==> src/rtl/reaction_timer_system_pkg.sv <==
`default_nettype none
// ============================================================================
// reaction_timer_system_pkg : FSM states, LED codes, widths, LFSR step
// Rev 1.0
// ============================================================================
package reaction_timer_system_pkg;

  localparam int RT_W   = 10;
  localparam int RND_W  = 13;
  localparam int WAIT_W = 13;

  localparam logic [7:0] LED_ON  = 8'hFF;
  localparam logic [7:0] LED_OFF = 8'h00;

  localparam logic [2:0] S_IDLE    = 3'd0;
  localparam logic [2:0] S_ARM_UPD = 3'd1;
  localparam logic [2:0] S_ARM_REL = 3'd2;
  localparam logic [2:0] S_WAIT    = 3'd3;
  localparam logic [2:0] S_GO      = 3'd4;
  localparam logic [2:0] S_REP_UPD = 3'd5;
  localparam logic [2:0] S_REP_REL = 3'd6;

  // Fibonacci step, taps 13,12,11,8, feedback enters at bit 0
  function automatic logic [RND_W-1:0] lfsr_next(input logic [RND_W-1:0] s);
    return {s[RND_W-2:0], s[12] ^ s[11] ^ s[10] ^ s[7]};
  endfunction

endpackage
`default_nettype wire

==> src/rtl/reaction_timer_system_random_gen.sv <==
`default_nettype none
// ============================================================================
// random_gen : free-running 13-bit LFSR with all-zero recovery
// Rev 1.0
// ============================================================================
module random_gen
  import reaction_timer_system_pkg::*;
#(
  parameter logic [RND_W-1:0] LFSR_SEED = 13'h1ACE
) (
  input  logic             Clk,
  input  logic             Rst,
  output logic [RND_W-1:0] RandomValue
);

  logic [RND_W-1:0] r_lfsr;

  always_ff @(posedge Clk or negedge Rst) begin
    if (!Rst) begin
      r_lfsr <= LFSR_SEED;
    end else if (r_lfsr == '0) begin
      r_lfsr <= LFSR_SEED;
    end else begin
      r_lfsr <= lfsr_next(r_lfsr);
    end
  end

  assign RandomValue = r_lfsr;

endmodule
`default_nettype wire

==> src/rtl/reaction_timer_system.sv <==
`default_nettype none
// ============================================================================
// reaction_timer_system : reaction-time game FSM with LCD Update/Ack reporting
// Rev 1.0
// ============================================================================
module reaction_timer_system
  import reaction_timer_system_pkg::*;
#(
  parameter int               MIN_WAIT   = 1000,
  parameter int               SLOW_LIMIT = 500,
  parameter int               MAX_COUNT  = 1023,
  parameter logic [RND_W-1:0] LFSR_SEED  = 13'h1ACE
) (
  input  logic             Clk,
  input  logic             Rst,
  input  logic             Start,
  input  logic             LCDAck,
  output logic [7:0]       LED,
  output logic [RT_W-1:0]  ReactionTime,
  output logic             Cheat,
  output logic             Slow,
  output logic             Wait,
  output logic             LCDUpdate,
  output logic [RND_W-1:0] RandomValue
);

  localparam logic [RT_W-1:0]   C_MAX_CNT  = RT_W'(MAX_COUNT);
  localparam logic [RT_W-1:0]   C_SLOW_LIM = RT_W'(SLOW_LIMIT);
  localparam logic [WAIT_W-1:0] C_MIN_WAIT = WAIT_W'(MIN_WAIT);

  logic [2:0]        r_state;
  logic              r_start_prev;
  logic [WAIT_W-1:0] r_wait_cnt;
  logic [RT_W-1:0]   r_rx_cnt;
  logic [7:0]        r_led;
  logic [RT_W-1:0]   r_rt;
  logic              r_cheat;
  logic              r_slow;
  logic              r_wait;
  logic              r_lcd_upd;
  logic              w_press;

  random_gen #(
    .LFSR_SEED(LFSR_SEED)
  ) u_random_gen (
    .Clk        (Clk),
    .Rst        (Rst),
    .RandomValue(RandomValue)
  );

  assign w_press = Start & ~r_start_prev;

  always_ff @(posedge Clk or negedge Rst) begin
    if (!Rst) begin
      r_start_prev <= 1'b0;
    end else begin
      r_start_prev <= Start;
    end
  end

  always_ff @(posedge Clk or negedge Rst) begin
    if (!Rst) begin
      r_state    <= S_IDLE;
      r_wait_cnt <= '0;
      r_rx_cnt   <= '0;
      r_led      <= LED_OFF;
      r_rt       <= '0;
      r_cheat    <= 1'b0;
      r_slow     <= 1'b0;
      r_wait     <= 1'b0;
      r_lcd_upd  <= 1'b0;
    end else begin
      case (r_state)
        S_IDLE: begin
          if (w_press) begin
            r_rt       <= '0;
            r_cheat    <= 1'b0;
            r_slow     <= 1'b0;
            r_wait_cnt <= C_MIN_WAIT + {1'b0, RandomValue[11:0]};
            r_lcd_upd  <= ~LCDAck;
            r_state    <= S_ARM_UPD;
          end
        end
        // Request is only raised while the LCD side shows no stale Ack
        S_ARM_UPD, S_REP_UPD: begin
          if (r_lcd_upd && LCDAck) begin
            r_lcd_upd <= 1'b0;
            r_state   <= (r_state == S_ARM_UPD) ? S_ARM_REL : S_REP_REL;
          end else begin
            r_lcd_upd <= ~LCDAck;
          end
        end
        S_ARM_REL: begin
          if (!LCDAck) begin
            r_wait  <= 1'b1;
            r_state <= S_WAIT;
          end
        end
        // Wait stays high for exactly the latched number of cycles
        S_WAIT: begin
          r_wait_cnt <= r_wait_cnt - 1'b1;
          if (w_press) begin
            r_cheat   <= 1'b1;
            r_wait    <= 1'b0;
            r_lcd_upd <= ~LCDAck;
            r_state   <= S_REP_UPD;
          end else if (r_wait_cnt <= WAIT_W'(1)) begin
            r_wait   <= 1'b0;
            r_led    <= LED_ON;
            r_rx_cnt <= '0;
            r_state  <= S_GO;
          end
        end
        S_GO: begin
          if (w_press) begin
            r_rt      <= r_rx_cnt;
            r_slow    <= (r_rx_cnt >= C_SLOW_LIM);
            r_led     <= LED_OFF;
            r_lcd_upd <= ~LCDAck;
            r_state   <= S_REP_UPD;
          end else if (r_rx_cnt >= C_MAX_CNT) begin
            r_rt      <= C_MAX_CNT;
            r_slow    <= 1'b1;
            r_led     <= LED_OFF;
            r_lcd_upd <= ~LCDAck;
            r_state   <= S_REP_UPD;
          end else begin
            r_rx_cnt <= r_rx_cnt + 1'b1;
          end
        end
        S_REP_REL: begin
          if (!LCDAck) begin
            r_state <= S_IDLE;
          end
        end
        default: begin
          r_state <= S_IDLE;
        end
      endcase
    end
  end

  assign LED          = r_led;
  assign ReactionTime = r_rt;
  assign Cheat        = r_cheat;
  assign Slow         = r_slow;
  assign Wait         = r_wait;
  assign LCDUpdate    = r_lcd_upd;

endmodule
`default_nettype wire

==> config.mk <==
export PLATFORM = sky130hd
export DESIGN_NAME = reaction_timer_system
export DESIGN_NICKNAME = d
export VERILOG_FILES = /design/src/rtl/reaction_timer_system_pkg.sv /design/src/rtl/reaction_timer_system_random_gen.sv /design/src/rtl/reaction_timer_system.sv
export SDC_FILE = /design/constraint.sdc
export NUM_CORES = 1
export LEC_CHECK = 0
export CORE_ASPECT_RATIO = 1.75
export CORE_MARGIN = 2
export CORE_UTILIZATION = 39
export DETAILED_ROUTE_END_ITERATION = 16
export HOLD_SLACK_MARGIN = 0.05
export SLEW_MARGIN = 0
export SYNTH_ARGS = -nofsm -noshare
export SYNTH_HDL_FRONTEND = slang
export SYNTH_SLANG_ARGS = --single-unit
==> constraint.sdc <==
create_clock -name Clk -period 1.61 [get_ports Clk]
set_input_delay 0.161 -clock Clk [delete_from_list [all_inputs] [get_ports Clk]]
set_output_delay 0.161 -clock Clk [all_outputs]
set_load 0.05 [all_outputs]
Word level (Yosys, flattened, before mapping)
Index checks and enable logic that the tools add are counted.

Add/sub/neg operators: 3. Magnitude comparators: 3. Equality and inequality tests: 18. Muxes and demuxes: 42. Bitwise operators: 6. Reduce and logical (&&, ||, !) cells: 18.

Operators with widths (number): 2-to-1 mux 10 bit (7); case mux 10 bit (2 select lines) (2); 2-to-1 mux 8 bit (4); 2-to-1 mux 3 bit (9); 2-to-1 mux 13 bit (2); case mux 13 bit (2 select lines) (1); inequality test 2 bit (second input constant) (9); case mux 3 bit (6 select lines) (1); case mux 8 bit (2 select lines) (1); adder 10 x 12 -> 13 bit (first input constant) (1); less-or-equal comparator 13 x 1 -> 1 bit (second input constant) (1); logical NOT 13 bit (1); subtractor 13 x 1 -> 13 bit (second input constant) (1); AND reduction 3 bit (4); 2-to-1 mux 1 bit (11); adder 10 x 1 -> 10 bit (second input constant) (1); greater-or-equal comparator 10 bit (second input constant) (1); greater-or-equal comparator 10 x 9 -> 1 bit (second input constant) (1); equality test 3 bit (second input constant) (3); nonzero test 2 bit (4); equality test 3 x 2 -> 1 bit (second input constant) (2); inequality test 3 bit (second input constant) (2); case mux 1 bit (2 select lines) (3); AND reduction 6 bit (1); other kinds (13) (17).

Register bits: 62. Input bits: 4. Output and inout bits: 35. Logic and storage cells: 101.

Logic depth before layout (Yosys ltp)
Gate-level depths: netlist (run 1).

Depth in word-level cells: 4. Gate-level depth with buffers: 7. Gate-level depth less buffers: 7.

Hierarchy
From an unflattened synthesis (run 1), not the netlist that was laid out.

Cell total of the unflattened synthesis: 308. Area, all modules: 3042.9 um2.

Modules (own cells, without submodules): reaction_timer_system (instances 1, cells an instance 264, area each 2444.8 um2, seq. area each 1051.0 um2); random_gen (instances 1, cells an instance 44, area each 598.1 um2, seq. area each 335.3 um2).

Least setup slack after synthesis (run 1)
OpenSTA, ideal clock, no wires.

Path kind: register to register. Start point: register u_random_gen.r_lfsr[5], in the netlist u_random_gen.RandomValue[5]. End point: register r_wait_cnt[11]. Setup time: 0.099 ns. Arrival: 1.808 ns. Required time: 1.511 ns. Slack: -0.298 ns. Cell stages (with the launch flop): 6. Buffers on the path: 0. Period minus slack after synthesis: 1.908 ns. Cell sequence: dfrtp_1 -> or4_4 -> o31ai_1 -> xnor2_1 -> nor2_1 -> a311oi_1.

Word-level cells in the longest chain between the ends: 3.

RTL lines: from (decl) (line reaction_timer_system_random_gen.sv:16) `logic [RND_W-1:0] r_lfsr;`; from (signal assigned) (line reaction_timer_system_random_gen.sv:24) `r_lfsr <= lfsr_next(r_lfsr);`; adder 10 x 12 -> 13 bit (line reaction_timer_system.sv:79) `r_wait_cnt <= C_MIN_WAIT + {1'b0, RandomValue[11:0]};`; 2-to-1 mux 13 bit (line reaction_timer_system.sv:75) `if (w_press) begin`; case mux 13 bit (2 select lines) (line reaction_timer_system.sv:73) `case (r_state)`; to (signal assigned) (line reaction_timer_system.sv:79); to (signal assigned) (line reaction_timer_system.sv:101) `r_wait_cnt <= r_wait_cnt - 1'b1;`; to (decl) (line reaction_timer_system.sv:33) `logic [WAIT_W-1:0] r_wait_cnt;`.

No other way between the ends. The select of a mux whose other input is x is not followed. A chain may end at the register's enable or synchronous reset.

Final worst setup path (run 1)
Start point: register r_start_prev. End point: register r_wait_cnt[7].

Word-level cells in the longest chain between the ends: 4.

RTL lines: from (decl) (line reaction_timer_system.sv:32) `logic r_start_prev;`; from (signal assigned) (line reaction_timer_system.sv:57) `r_start_prev <= Start;`; NOT 1 bit (line reaction_timer_system.sv:51) `assign w_press = Start & ~r_start_prev;`; bitwise AND 1 bit (line reaction_timer_system.sv:51); inequality test 2 bit (no source line); AND reduction 2 bit (no source line).

No other way between the ends.

==> metrics.md, run 1 <==
| Metric | Value |
|---|---|
| Outcome | complete, but fails checks |
| Violated checks | setup timing |
| Worst IR Drop VDD | 0.00129 V |
| Worst skew pair latency | 0.29 ns |
| Final-layout fill cell count | 547 |
| Final critical path time including I/O delays and setup | 1.70 ns |
| Gate Count Post-Synth | 303 |
| Crit. End Element | flop |
| Number of distinct library cells after synthesis | 53 |
| Fraction of synthesized cell area taken by the top area cell type | 0.406 |
| Clock Sinks | 55 |
| Bufs on Longest Clock Path | 2 |
| Leakage Power | 2.03 nW |
| Synthesis Warnings | 0 |
| Drt first pass iters | 4 |
| Power after layout | 0.00757 W |
| Max Clk Rate | 590 MHz |
| Floorplan row count | 41 |
| Synthesized area per cell | 9.56 sq um |
| Max-Slew Margin vs Limit | 0.678 |
| Number of nets still failing antenna checks after routing | 0 |
| Share of async-settable or async-resettable flops after synthesis | 1.00 |
| Net count after synthesis | 312 |
| Largest fanout on the critical path | 5 |
| Master of the slowest instance on the critical path | sky130_fd_sc_hd__or4_4 |
| Overall Global Routing Usage | 0.198 |
| Synth Register Bits | 55 |
| Final global-route overflow total | 0 |
| Total I/O pin count | 39 |
| Final setup violation count | 31 |
| Number of max-capacitance violations reported | 0 |
| Setup ws final | -0.0863 ns |
| Power density normalized to cell area | 1570 mW/mm^2 |
| Library cell with the largest summed area after synthesis | sky130_fd_sc_hd__dfrtp_1 |
| CP peak stage delay | 0.57 ns |
| Path type of the worst setup path | flop to flop |
| Post-synth EDFFs | 0 |
| Most instantiated flip-flop cell in the synthesis netlist | sky130_fd_sc_hd__dfrtp_1 |
| Post-detailed-placement half-perimeter wirelength | 5570 microns |
| Count of H-tree levels built during CTS | 2 |
| DRC | 0 |
| CP Launch Type | flop |
| Initial core utilization | 0.403 |
| Tightest Hold Check Type | input port to asynchronous set/reset pin |
| Wire length of the first global-routing pass | 13000 microns |
| Largest net degree at the start of global routing | 56 |
| Final TNS setup | -1.28 ns |
| Flip-flop and latch area | 0.00139 sq mm |
| Core region area | 0.00718 sq mm |
| Clock tree root buffer cell | sky130_fd_sc_hd__clkbuf_16 |
| Part of the Yosys area used for sequential elements | 0.479 |
| Vias after detailed routing | 2755 |
| Post-DR vias/cell | 5.40 |
| Number of failing hold endpoints at the final stage | 0 |
| Count leader, synth | sky130_fd_sc_hd__dfrtp_1 |
| Die outline width | 69.1 microns |
| Post-synthesis cell area | 0.00290 sq mm |
| Worst path arrival time | 1.90 ns |
| Synthesis-to-layout area growth | 66.4% |
| Average wire per standard cell | 16.6 microns |
| Fraction of layout instances using a drive strength above 1 | 0.623 |
| Post-detailed-placement cell area | 0.00385 sq mm |
| Vertical die dimension | 118 microns |
| Worst Max-Slew Pin Slew | 0.470 ns |
| Area occupied by multi-input gates | 0.00189 sq mm |
| Setup Skew | 0.00414 ns |
| Required time of the critical path | 1.81 ns |
| Post-route design area | 0.00482 sq mm |
| Number of global-route vias before repair | 2743 |
| Portion of the clock cycle consumed by the worst path in the final layout | 1.05 |
| Cell types occupying the most area after synthesis | sky130_fd_sc_hd__dfrtp_1 41%, sky130_fd_sc_hd__dfstp_2 7.3%, sky130_fd_sc_hd__a21oi_1 4.1% |
| Initial antenna violation count | 0 |
| CTS tree | done |
| Most numerous cell types in the synthesized netlist | 47 x sky130_fd_sc_hd__dfrtp_1, 28 x sky130_fd_sc_hd__nor2_1, 26 x sky130_fd_sc_hd__nand2_1 |
| Global placement routability congestion | 0.854 |
| Die area | 0.00816 sq mm |
| CP Cell Sequence | nand2b_4 > or4_4 > nand2_4 > buf_12 > a21oi_4 > a311oi_2 |
| Final core utilization | 0.671 |
| Post-Route WL | 8450 microns |
| DRT iter0 DRCs | 205 |
| Num CTS Buffers | 5 |
| Unrepaired setup endpoints after global routing | yes |
| Antenna cells | 0 |
| Pins over their slew limit | 0 |
| Net count reported at finish | 432 |
| Buffers added on ports | 38 |
| Clock transition time at the flip-flop clock pins of the worst setup and hold paths | 0.07 ns |
==> critical path, delay by kind of cell (launching register included) <==
family                 cells  cell delay (ns)
and+or+nand+nor            3             0.82
AOI/OAI and AO/OA          2             0.29
buffers and inverters      1             0.11
DFF                        1             0.38
==> timing repair <==
| item | 4_1_cts | 5_1_grt |
|---|---|---|
| pin swaps | 24 | 46 |
| gates resized for setup | 60 | 90 |
| gates cloned | 0 | 0 |
| hold endpoints to repair | 47 | 0 |
| hold buffers | 1 | 0 |
| endpoints found under the setup margin | 33 | 45 |
| buffers inserted | 16 | 14 |
==> flip-flops by register name, summed over array words and instances (netlist names) <==
register,flops
r_wait_cnt,13
u_random_gen.RandomValue,13
ReactionTime,10
r_rx_cnt,10
r_state,3
Cheat,1
LCDUpdate,1
LED,1
Slow,1
Wait,1
r_start_prev,1
==> worst paths after layout <==
kind	from	to	slack (ns)	depth (start not counted)
worst max-delay path	r_start_prev	r_wait_cnt[7]	-0.09	6
worst min-delay path	Rst	r_wait_cnt[2]	0.39	3
worst max register to register	r_start_prev	r_wait_cnt[7]	-0.09	6
worst min register to register	u_random_gen.RandomValue[3]	u_random_gen.RandomValue[4]	0.44	0
max in group asynchronous	Rst	u_random_gen.RandomValue[11]	0.92	3
min in group Clk	Start	r_start_prev	0.42	1
==> cell usage in the layout, fill, tap and decap left out, types with 3 or more instances in the layout <==
cell type and instances:
sky130_fd_sc_hd__a311oi_2 5, sky130_fd_sc_hd__nand2_2 10, sky130_fd_sc_hd__nor3_1 3, sky130_fd_sc_hd__ha_1 3, sky130_fd_sc_hd__nor4_4 4, sky130_fd_sc_hd__nor2_1 10, sky130_fd_sc_hd__a21oi_4 3, sky130_fd_sc_hd__nand2_1 15
sky130_fd_sc_hd__o21ai_0 12, sky130_fd_sc_hd__buf_6 13, sky130_fd_sc_hd__xnor2_1 11, sky130_fd_sc_hd__nand3_1 6, sky130_fd_sc_hd__a21oi_2 14, sky130_fd_sc_hd__inv_1 7, sky130_fd_sc_hd__nor2_4 10, sky130_fd_sc_hd__nor2_2 8
sky130_fd_sc_hd__xor2_1 4, sky130_fd_sc_hd__dfstp_2 8, sky130_fd_sc_hd__nor3_2 6, sky130_fd_sc_hd__a21oi_1 7, sky130_fd_sc_hd__dfrtp_2 5, sky130_fd_sc_hd__o21ai_1 7, sky130_fd_sc_hd__clkbuf_16 5, sky130_fd_sc_hd__o21ai_2 3
sky130_fd_sc_hd__dfrtp_1 42, sky130_fd_sc_hd__nand3b_1 3, sky130_fd_sc_hd__buf_12 12, sky130_fd_sc_hd__or2_2 8, sky130_fd_sc_hd__buf_4 106
==> metal layers <==
layer	vias to the layer above	global-route usage	part of all wire	wire (microns)
met2	51	0.383	0.59	4960
met5	-	0	0	0
li1	1306	-	-	-
met3	19	0.0308	0.023	197
met4	0	0.0870	0.031	265
met1	1379	0.204	0.36	3030
==> logic make-up (layout without fill, tap and decap cells) <==
logic type | Yosys count | after routing | synth area share
multiplexers | 1 | 1 | 0.00389
AND/OR/NAND/NOR | 114 | 114 | 0.220
AO/OA/AOI/OAI | 78 | 78 | 0.168
buffers and inverters | 33 | 154 | 0.0566
flip-flops | 55 | 55 | 0.479
XOR/XNOR | 17 | 17 | 0.0514
adder cells (fa/ha/maj) | 5 | 5 | 0.0216
==> through the flow <==
| step | hold slack [ns] | instances | setup slack (ns) |
|---|---|---|---|
| 6_report | 0.388 | 510 | -0.0863 |
| 2_1_floorplan | -0.135 | 303 | -0.102 |
| 5_1_grt | 0.433 | 510 | -0.157 |
| 4_1_cts | 0.399 | 497 | -0.138 |
| 3_5_place_dp | 0.183 | 473 | -0.284 |
| 3_3_place_gp | 0.179 | 473 | -0.243 |
==> power breakdown <==
group	total (W)	internal (W)	switching, W
clock network	0.00109	0.000584	0.000509
logic	0.00428	0.00187	0.00241
registers	0.00220	0.00180	0.000404
total	0.00757	0.00426	0.00332
==> area by class of cell <==
cell class | count | area share
Timing Repair Buffer | 137 | 0.259
Clock inverter | 2 | 0.00364
Tap cell | 86 | 0.0223
Multi-Input combinational cell | 215 | 0.392
Sequential cell | 55 | 0.289
Inverter | 9 | 0.00701
Clock buffer | 6 | 0.0267
Power figures use the tool's default switching activity.
==> run 2: changes to the inputs <==
clock period = 2.1 ns   (was 1.61 ns; I/O delays follow)
==> metrics.md, run 2 (synthesis gave the netlist of run 1 again) <==
| Metric | Value |
|---|---|
| Outcome | completed (was complete, but fails checks) |
| Post-Route WL | 6850 microns (was 8450 microns) |
| Worst Max-Slew Pin Slew | 0.513 ns (was 0.470 ns) |
| Wire length of the first global-routing pass | 11800 microns (was 13000 microns) |
| Top layer in use | met4 (unchanged) |
| Vertical die dimension | 118 microns (unchanged) |
| Post-detailed-placement half-perimeter wirelength | 5080 microns (was 5570 microns) |
| Largest net degree at the start of global routing | 56 (unchanged) |
| Master of the slowest instance on the critical path | sky130_fd_sc_hd__clkdlybuf4s50_1 (was sky130_fd_sc_hd__or4_4) |
| Count of H-tree levels built during CTS | 2 (unchanged) |
| Required time of the critical path | 1.89 ns (was 1.81 ns) |
| Family with the most delay on the worst path | buffers and inverters (was simple AND/OR/NAND/NOR gates) |
| Final critical path time including I/O delays and setup | 1.98 ns |
| Startpoint of the worst register-to-register path | r_state[0] (was r_start_prev) |
| Post-DR vias/cell | 5.48 (was 5.40) |
| Overall Global Routing Usage | 0.179 (was 0.198) |
| Most frequent cells in the layout | 47 x sky130_fd_sc_hd__dfrtp_1, 37 x sky130_fd_sc_hd__clkdlybuf4s50_1, 28 x sky130_fd_sc_hd__nor2_1 (was 106 x sky130_fd_sc_hd__buf_4, 42 x sky130_fd_sc_hd__dfrtp_1, 15 x sky130_fd_sc_hd__nand2_1) |
| Buffers added on ports | 38 (unchanged) |
| Wire length on met1 | 2600 microns (was 3030 microns) |
| Clock transition time at the flip-flop clock pins of the worst setup and hold paths | 0.07 ns (about the same) |
| Number of failing hold endpoints at the final stage | 0 (unchanged) |
| Flip-flop and latch area | 0.00139 sq mm (about the same) |
| Fraction of power consumed by sequential logic | 0.377 (was 0.291) |
| Fraction of layout instances using a drive strength above 1 | 0.162 (was 0.623) |
| Met3 Routed Length | 179 microns (was 197 microns) |
| CP peak stage delay | 0.83 ns (was 0.57 ns) |
| Path type of the worst setup path | flop to output pin (was flop to flop) |
| Worst IR Drop VDD | 0.000980 V (was 0.00129 V) |
| Max-Slew Margin vs Limit | 0.657 (was 0.678) |
| DRC | 0 (unchanged) |
| Crit. End Element | output pin (was flop) |
| Die area | 0.00816 sq mm (unchanged) |
| Floorplan row count | 41 (unchanged) |
| Combinational share of power | 0.443 (was 0.565) |
| Unrepaired setup endpoints after global routing | no (was yes) |
| DRT iter0 DRCs | 68 (was 205) |
| Power density normalized to cell area | 1320 mW/mm^2 (was 1570 mW/mm^2) |
| Number of global-route vias before repair | 2426 (was 2743) |
| Switching share of power | 0.445 (was 0.438) |
| Bufs on Longest Clock Path | 2 (unchanged) |
| Buffer and inverter count on the worst path | 1 (unchanged) |
| Area occupied by multi-input gates | 0.00135 sq mm (was 0.00189 sq mm) |
| Final-layout fill cell count | 713 (was 547) |
| Number of max-capacitance violations reported | 0 (unchanged) |
| CTS tree | done (unchanged) |
| Count of cells along the worst register-to-register path | 5 (was 6) |
| Initial core utilization | 0.403 (unchanged) |
| Worst skew pair latency | 0.29 ns (about the same) |
| Synthesis-to-layout area growth | 22.0% (was 66.4%) |
| Final setup violation count | 0 (was 31) |
| Net count reported at finish | 348 (was 432) |
| Clock Sinks | 55 (unchanged) |
| Capture instance of the worst register-to-register path | r_rx_cnt[8] (was r_wait_cnt[7]) |
| Setup Skew | 0.00481 ns (was 0.00414 ns) |
| Detail Route met2 WL | 3820 microns (was 4960 microns) |
| Die outline width | 69.1 microns (unchanged) |
| Leakage Power | 1.45 nW (was 2.03 nW) |
| NetSw | 0.00207 W (was 0.00332 W) |
| Final worst hold slack | 0.421 ns (was 0.388 ns) |
| Max Clk Rate | 505 MHz |
| Clock tree root buffer cell | sky130_fd_sc_hd__clkbuf_16 (unchanged) |
| Number of nets still failing antenna checks after routing | 0 (unchanged) |
| Antenna cells | 0 (unchanged) |
| Initial antenna violation count | 0 (unchanged) |
| Drt first pass iters | 4 (unchanged) |
| Num CTS Buffers | 5 (unchanged) |
| Internal Dissipation | 0.00259 W (was 0.00426 W) |
| Largest fanout on the critical path | 8 (was 5) |
| Final global-route overflow total | 0 (unchanged) |
| CP Launch Type | flop (unchanged) |
| Post-CTS Setup Inserts | 0 (was 16) |
| Average wire per standard cell | 16.1 microns (was 16.6 microns) |
| Cell depth of the worst setup path | 1 (was 6) |
| Global placement routability congestion | 0.897 (was 0.854) |
| Flop2flop setup slack | 0.25 ns (was -0.09 ns) |
| Core region area | 0.00718 sq mm (unchanged) |
| CP Cell Sequence | clkdlybuf4s50_1 (was nand2b_4 > or4_4 > nand2_4 > buf_12 > a21oi_4 > a311oi_2) |
| Final TNS setup | 0 ns (was -1.28 ns) |
| Total I/O pin count | 39 (unchanged) |
| Vias after detailed routing | 2334 (was 2755) |
| Part of the power in the clock network | 0.181 (was 0.144) |
| Tightest Hold Check Type | input port to asynchronous set/reset pin (unchanged) |
| Most common library cell in the layout ignoring fill and taps | sky130_fd_sc_hd__dfrtp_1 (was sky130_fd_sc_hd__buf_4) |
| Worst path arrival time | 1.77 ns (was 1.90 ns) |
| Pins over their slew limit | 0 (unchanged) |
| Portion of the clock cycle consumed by the worst path in the final layout | 0.943 |
-- run 2: power by group through the flow --
| stage | clock [W] | combinational, W | sequential (W) |
|---|---|---|---|
| floorplan | 0 | 0.00108 | 0.00212 |
| global placement | 0 | 0.00204 | 0.00176 |
| detailed placement | 0 | 0.00207 | 0.00177 |
| CTS | 0.000880 | 0.00208 | 0.00175 |
| global route | 0.000909 | 0.00224 | 0.00181 |
| finish | 0.000842 | 0.00206 | 0.00175 |
-- run 2: through the flow --
stage          cells   util  total power [W]  instance area [sq um]  worst slack (ns)
3_5_place_dp     417  0.470          0.00383                   3370             0.126
5_1_grt          426  0.492          0.00495                   3530            0.0182
3_3_place_gp     417  0.470          0.00380                   3370             0.160
2_1_floorplan    303      -          0.00320                   2900             0.192
6_report         426  0.492          0.00465                   3530             0.119
4_1_cts          426  0.491          0.00471                   3530             0.104
-- run 2: worst max-delay path by stage --
| stage | slack [ns] | to | from |
|---|---|---|---|
| after global placement | 0.16 | r_wait_cnt[3] | Start |
| after CTS | 0.10 | RandomValue[3] | u_random_gen.RandomValue[3] |
| after floorplan | 0.19 | r_wait_cnt[11] | u_random_gen.RandomValue[5] |
| final | 0.12 | RandomValue[3] | u_random_gen.RandomValue[3] |
| after detailed placement | 0.13 | ReactionTime[7] | Start |
| after global routing | 0.02 | r_rx_cnt[8] | r_state[0] |
-- run 2: tightest hold or removal path, stage by stage --
cell and delay (ns):
sky130_fd_sc_hd__dlygate4sd3_1 0.52, sky130_fd_sc_hd__buf_2 0.12, sky130_fd_sc_hd__buf_12 0.26
-- run 2: metal layers --
layer,vias up,track usage
met5,-,0
li1,1135,-
met1,1136,0.187
met2,46,0.338
met4,0,0.0833
met3,17,0.0308
-- run 2: layout make-up --
cell class / instances / area share
repair buffers: 53 / 0.142
clock buffers: 5 / 0.0354
well taps: 86 / 0.0305
flip-flops and latches: 55 / 0.393
multi-input cells: 215 / 0.383
clock inverters: 3 / 0.00638
inverters: 9 / 0.00957
-- run 2: repair_timing --
item                                    in CTS  in global routing
hold endpoints to repair                    47                  0
hold buffers                                 1                  0
endpoints found under the setup margin       0                  9
resized for setup                            0                  1
